### config.mk
export PLATFORM = sky130hd
export DESIGN_NAME = fp_mul_requester
export DESIGN_NICKNAME = d
export VERILOG_FILES = /design/src/rtl/fp_mul_requester.sv
export SDC_FILE = /design/constraint.sdc
export NUM_CORES = 1
export LEC_CHECK = 0
export CAP_MARGIN = 25
export CORE_MARGIN = 2
export CORE_UTILIZATION = 37
export CTS_CLUSTER_DIAMETER = 150
export DETAILED_ROUTE_END_ITERATION = 10
export GPL_TIMING_DRIVEN = 1
export PLACE_DENSITY = 0.77
export SYNTH_ARGS = -nofsm -noshare
export SYNTH_HDL_FRONTEND = slang
export SYNTH_SLANG_ARGS = --single-unit
### constraint.sdc
create_clock -name clk -period 1.7 [get_ports clk]
set_input_delay 0.34 -clock clk [delete_from_list [all_inputs] [get_ports clk]]
set_output_delay 0.34 -clock clk [all_outputs]
set_load 0.01 [all_outputs]
### src/rtl/fp_mul_requester.sv
// Sends one operand pair to a strobe/ack floating-point multiplier and returns the product.
// If the multiplier stalls too long, it returns a quiet-NaN error response instead.
module fp_mul_requester #(
  parameter int TIMEOUT = 255,
  parameter int CNT_W   = 8
) (
  input  logic             clk,
  input  logic             reset_n,
  input  logic             req_valid,
  output logic             req_ready,
  input  logic [31:0]      req_a,
  input  logic [31:0]      req_b,
  output logic [31:0]      in_A,
  output logic [31:0]      in_B,
  output logic             strb_A,
  output logic             strb_B,
  input  logic             in_A_ack,
  input  logic             in_B_ack,
  input  logic [31:0]      output_prod,
  input  logic             output_prod_stb,
  output logic             out_prod_ack,
  output logic             rsp_valid,
  input  logic             rsp_ready,
  output logic [31:0]      rsp_data,
  output logic             rsp_err,
  output logic [CNT_W-1:0] rsp_cycles
);

  typedef enum logic [2:0] {IDLE, SEND, WAIT_PROD, ACK, RESP} state_t;

  localparam logic [CNT_W-1:0] TIMEOUT_C = CNT_W'(TIMEOUT);
  localparam logic [31:0]      ERR_NAN   = 32'h7FC0_0000;

  state_t           state_q, state_d;
  logic [31:0]      in_a_q, in_a_d, in_b_q, in_b_d;
  logic [31:0]      rsp_data_q, rsp_data_d;
  logic             strb_a_q, strb_a_d, strb_b_q, strb_b_d;
  logic             rsp_err_q, rsp_err_d;
  logic [CNT_W-1:0] cnt_q, cnt_d, rsp_cycles_q, rsp_cycles_d;
  logic [CNT_W-1:0] cnt_inc;
  logic             timed_out;

  always_comb begin
    state_d      = state_q;
    in_a_d       = in_a_q;
    in_b_d       = in_b_q;
    strb_a_d     = strb_a_q;
    strb_b_d     = strb_b_q;
    rsp_data_d   = rsp_data_q;
    rsp_err_d    = rsp_err_q;
    rsp_cycles_d = rsp_cycles_q;
    cnt_d        = cnt_q;
    timed_out    = (cnt_q == TIMEOUT_C);
    cnt_inc      = (cnt_q == '1) ? cnt_q : cnt_q + 1'b1;

    unique case (state_q)
      IDLE: begin
        if (req_valid) begin
          in_a_d   = req_a;
          in_b_d   = req_b;
          strb_a_d = 1'b1;
          strb_b_d = 1'b1;
          cnt_d    = '0;
          state_d  = SEND;
        end
      end
      SEND: begin
        if (strb_a_q && in_A_ack) strb_a_d = 1'b0;
        if (strb_b_q && in_B_ack) strb_b_d = 1'b0;
        // Timeout takes priority so the counter can never run past TIMEOUT unnoticed.
        if (timed_out) begin
          strb_a_d     = 1'b0;
          strb_b_d     = 1'b0;
          rsp_data_d   = ERR_NAN;
          rsp_err_d    = 1'b1;
          rsp_cycles_d = TIMEOUT_C;
          state_d      = RESP;
        end else begin
          cnt_d = cnt_inc;
          if (!strb_a_d && !strb_b_d) state_d = WAIT_PROD;
        end
      end
      WAIT_PROD: begin
        if (output_prod_stb) begin
          rsp_data_d   = output_prod;
          rsp_err_d    = 1'b0;
          rsp_cycles_d = cnt_q;
          state_d      = ACK;
        end else if (timed_out) begin
          rsp_data_d   = ERR_NAN;
          rsp_err_d    = 1'b1;
          rsp_cycles_d = TIMEOUT_C;
          state_d      = RESP;
        end else begin
          cnt_d = cnt_inc;
        end
      end
      ACK: state_d = RESP;
      RESP: begin
        if (rsp_ready) state_d = IDLE;
      end
      default: state_d = IDLE;
    endcase
  end

  always_ff @(posedge clk or negedge reset_n) begin
    if (!reset_n) begin
      state_q      <= IDLE;
      in_a_q       <= '0;
      in_b_q       <= '0;
      strb_a_q     <= 1'b0;
      strb_b_q     <= 1'b0;
      rsp_data_q   <= '0;
      rsp_err_q    <= 1'b0;
      rsp_cycles_q <= '0;
      cnt_q        <= '0;
    end else begin
      state_q      <= state_d;
      in_a_q       <= in_a_d;
      in_b_q       <= in_b_d;
      strb_a_q     <= strb_a_d;
      strb_b_q     <= strb_b_d;
      rsp_data_q   <= rsp_data_d;
      rsp_err_q    <= rsp_err_d;
      rsp_cycles_q <= rsp_cycles_d;
      cnt_q        <= cnt_d;
    end
  end

  assign req_ready    = (state_q == IDLE);
  assign rsp_valid    = (state_q == RESP);
  assign out_prod_ack = (state_q == ACK);
  assign in_A         = in_a_q;
  assign in_B         = in_b_q;
  assign strb_A       = strb_a_q;
  assign strb_B       = strb_b_q;
  assign rsp_data     = rsp_data_q;
  assign rsp_err      = rsp_err_q;
  assign rsp_cycles   = rsp_cycles_q;

endmodule

[Yosys cells after proc, flatten, opt, wreduce, memory -nomap -nowiden]
Cells that the tools add are included.
Cells by class
  $add $sub $neg: 1
  $mul: 0
  divide/modulo/power cells: 0
  order comparisons: 0
  eq/ne operators: 10
  shifts and indexed selects: 0
  muxes and demuxes: 29
  bitwise operators: 0
  reduce and logical (&&, ||, !) cells: 13
Operators with widths (number)
  $mux W32: 2
  $pmux W32 S2: 1
  $mux W8: 5
  $pmux W8 S3: 1
  $mux W3: 6
  $pmux W8 S2: 1
  $pmux W3 S5: 1
  $mux W1: 9
  $add A8 B1 Y8 const B: 1
  $eq A8 B8 Y1 const B: 1
  $eq A3 B2 Y1 const B: 2
  $ne A3 B3 Y1 const B: 2
  $pmux W1 S2: 3
  $ne A2 B2 Y1 const B: 2
  $reduce_and A2 Y1: 2
  $reduce_and A4 Y1: 1
  $reduce_bool A2 Y1: 2
  $eq A3 B1 Y1 const B: 1
  $eq A3 B3 Y1 const B: 1
  $logic_and A1 B1 Y1: 3
  $logic_not A3 Y1: 1
  $reduce_and A3 Y1: 1
  $reduce_bool A3 Y1: 1
  $logic_not A1 Y1: 2
  $ne A2 B1 Y1 const B: 1
Word-level totals
  bits in registers: 118
  bits in latches: 0
  bits in writable memories: 0
  memory bits (read-only): 0
  input port bits: 103
  output and inout bits: 110
  word-level logic and storage cells: 62
  memories kept: 0

[Depth between registers and ports, before layout]
  word-level depth: 8
  mapped depth: 7
  depth with buffers taken out: 6

[Worst setup path after synthesis]
No wires, ideal clock.
  kind: register -> register
  start: register cnt_q[0]
  end: register rsp_data_q[10] (netlist: rsp_data[10])
  library setup time: 121 ps
  arrival time: 1694 ps
  data required time: 1579 ps
  setup slack: -115 ps
  stages on the path, launching flop included: 7
  buffers on the path: 1
  period minus slack after synthesis: 1815 ps
  cells stage by stage: dfrtp_1 > ha_1 > nand4_2 > or3_4 > a21o_1 > buf_2 > a22o_1
Between the ends
  cells in the longest elaborated chain, start to end: 4
Ends and longest elaborated chain
  start, declared: line 39  | logic [CNT_W-1:0] cnt_q, cnt_d, rsp_cycles_q, rsp_cycles_d;
  start signal, assigned: line 126  | cnt_q <= cnt_d;
  $eq A8 B8 Y1 (*): line 53  | timed_out = (cnt_q == TIMEOUT_C);
  $mux W32 (*)
  $mux W32
  $pmux W32 S2 (*)
  end signal, assigned: line 123  | rsp_data_q <= rsp_data_d;
  end, declared: line 36  | logic [31:0] rsp_data_q, rsp_data_d;
Mark *: on every way between the ends. The rest lies on a longest branch, timed or not.
A chain may end at the register's enable or synchronous reset.

[Worst setup path after layout]
  start: register state_q[1]
  end: register rsp_data_q[0] (netlist: rsp_data[0])
Between the ends
  cells in the longest elaborated chain, start to end: 2
  elaborated cells between the ends (all ways): 4
  classes of those cells: eq/ne: 2; mux: 1; reduce/logical: 1
Ends and longest elaborated chain
  start, declared: line 34  | state_t state_q, state_d;
  start signal, assigned: line 118  | state_q <= state_d;
  $eq A3 B2 Y1 or $eq A3 B1 Y1 (tied branches): line 56  | unique case (state_q)
  $pmux W32 S2 or $reduce_bool A2 Y1 (tied branches)
Several ways; a longest one is shown, not always the timed one.

==> flow_summary.ini <==
[sta]
relSlewSlack = 0.7540
min_period_ns = 1.780
rsz0062_at_grt = yes
tightest_slew_ns = 0.3683
drv_slew = 0
fin_crit_sh = 1.047
hold_viol = 0
worst_slack_ns = -0.07950
setup_violations = 43
clock_skew_ns = 0.01106
clock.fmax_ghz = 0.5620

[yosys]
synth_simple_gate_area_frac = 0.2162
ys_seq_elements = 118
syn_area_per_cell_um2 = 10.14
synth-compound-area-share = 0.1070
ys.flop_type = dfrtp_1
synth_xor_xnor_area_share = 0.009388
synth-edff-count = 0
muxShareOfSynthArea = 0.004560
synth-async-reset-ratio = 1.000
synthAdderAreaFrac = 0.002682
synth_top_family_by_area = simple AND/OR/NAND/NOR gates
syn-num-nets = 564
ys_types = 43
synth-seq-area-share = 0.6330
netlist_area_um2 = 4664
syn_inst = 460
yosysWarnings = 0

[placement]
place_area_um2 = 7292
dp_cells = 856
place_congestion = 0.8313
io_buffers = 212
hpwl_mm = 9.519

[critical_path]
worst_path_largest_cell_delay_ns = 0.41
reg2reg_depth = 6
path_cells = buf_6, nand2b_1, or3_4, a21o_1, buf_12, a22o_1
start_kind = flop
worst-endpoint-required_ns = 1.97
crit_path_end_kind = flop
crit_fanout = 23
critical_path_arrival_ns = 2.05
cp_slowest_cell = dfrtp_1
worstSetupPathType = reg -> reg

[global_route]
grt_use_met3 = 0.07940
grt_max_degree = 71
grt_pass1_wl_mm = 20.97
top_usage_layer = met2
grt_pass1_vias = 4275
met1_usage = 0.2306
grt_usage = 0.2023
antenna_found_initial = 0
grt_use_met2 = 0.3388
grt_overflow = 0

[run_status]
status = complete, but fails checks
violations = negative setup slack

[clocking]
cts-root-buf = clkbuf_16
cts.clk_slew.worst_paths_ns = 0.06
htreeDepth = 4
cts.path.max_buffers = 2
cts_tree = yes
cts.sinks = 118
clk_latency_ns = 0.40
cts_buffers = 17

[detailed_routing]
antenna_left = 0
drt_pass1_iterations = 4
routed_via_density = 4.746
detail_route.wirelength_mm = 13.43
via_count = 4262
drtIter0Drc = 212
drc = 0
wl_per_cell_um = 14.96

[pwr]
peakVddDrop_mv = 0.8685
p_per_area_nw_per_um2 = 1848
leakagePower_nw = 4.029

[finish]
drive_above_1_share = 0.1446
layout_common_cells = 198 x nand2_1, 185 x clkdlybuf4s50_1, 117 x dfrtp_1
layout_commonest_cell = nand2_1
stdcell_area_um2 = 8163
stdcell_count = 898
nets = 817
antenna_cells = 0
fin_util = 0.6548
syn_to_final_growth_pct = 75.00

[floorplan]
fp.dieArea_um2 = 13520
core_um2 = 12470
row_count = 41
io_pins = 213
die_x_um = 116.3
die_h_um = 116.3
initial_utilization = 0.3742

[worst_hold_path]
hp-class = in -> async

[flow_run]
cap_violations = 0
==> critical path: cells and delay by family (launching register included) <==
kind	cells	cell delay, ns
buf+inv	2	0.30
simple gates	2	0.55
flops	1	0.41
compound gates	2	0.39
==> where the power goes <==
group / internal, W / switching, W / leakage [nW]
combinational: 0.00369 / 0.00299 / 2.27
sequential: 0.00410 / 0.000717 / 1.45
clock: 0.00241 / 0.00118 / 0.301
==> cells by family (layout without fill, tap and decap cells) <==
| kind of cell | count (synthesis) | count (layout) |
|---|---|---|
| buffers and inverters | 31 | 297 |
| muxes | 2 | 2 |
| xor gates and xnor gates | 5 | 5 |
| adders and majority gates | 1 | 1 |
| DFF | 118 | 118 |
| and+or+nand+nor | 242 | 242 |
| AOI/OAI and AO/OA | 61 | 61 |
==> repair_timing <==
action,CTS,global route
gates resized for setup,30,35
endpoints found under the hold margin,23,0
setup endpoints to repair,115,135
hold buffers,1,0
buffers inserted,6,2
pin swaps,5,7
cloned,1,0
==> state kept, by name (all words and copies together), names as in the netlist <==
name / count
cnt_q: 8
rsp_data: 32
in_B: 32
rsp_err: 1
rsp_cycles: 8
strb_B: 1
state_q: 3
strb_A: 1
in_A: 32
==> cell usage after synthesis (3+ instances only) <==
master    count  area share
a21oi_1       5      0.0054
clkbuf_1     17       0.014
a22o_1       23       0.043
buf_2         5      0.0054
nand2_1     199        0.16
nor4_1        3      0.0040
inv_1         6      0.0048
dfrtp_1     118        0.63
nand3_1       4      0.0043
nor2_1       14       0.011
xnor2_1       5      0.0094
nor3_1        6      0.0064
o21ai_0       4      0.0043
nand2b_1      3      0.0040
o22a_1       15       0.028
==> routing by layer <==
layer / vias up / wire length [µm]
met3: 22 / 1085
met5: - / 0
met2: 162 / 6876
met4: 0 / 266
li1: 2027 / -
met1: 2051 / 5202
==> final timing paths <==
check / endpoint / slack [ns] / start
worst max-delay path: rsp_data[0] / -0.08 / state_q[1]
min in group clk: in_B[13] / 0.46 / in_B[13]
max in group asynchronous: in_B[26] / 0.72 / reset_n
worst max register to register: rsp_data[0] / -0.08 / state_q[1]
worst min-delay path: cnt_q[2] / 0.40 / reset_n
worst min register to register: in_B[13] / 0.46 / in_B[13]
==> layout make-up <==
| cell class | instances | area [µm²] |
|---|---|---|
| fillers | 979 | 4303 |
| flip-flops and latches | 118 | 2954 |
| repair buffers | 259 | 2645 |
| multi-input cells | 311 | 1724 |
| clock buffers | 23 | 478.0 |
| well taps | 172 | 215.2 |
| clock inverters | 9 | 123.9 |
| inverters | 6 | 22.52 |
==> per-stage QoR <==
stage | hold WS, ns | power (W) | TNS (ns) | worst slack [ns]
5_1_grt | 0.4150 | 0.01601 | -5.771 | -0.1540
3_5_place_dp | 0.2723 | 0.01127 | -31.91 | -0.3524
3_3_place_gp | 0.2663 | 0.01102 | -26.97 | -0.2619
2_1_floorplan | 0.04441 | 0.007546 | -1.763 | -0.08505
6_report | 0.3978 | 0.01508 | -2.537 | -0.07950
4_1_cts | 0.3846 | 0.01515 | -2.577 | -0.08345
Power figures use the tool's default switching activity.
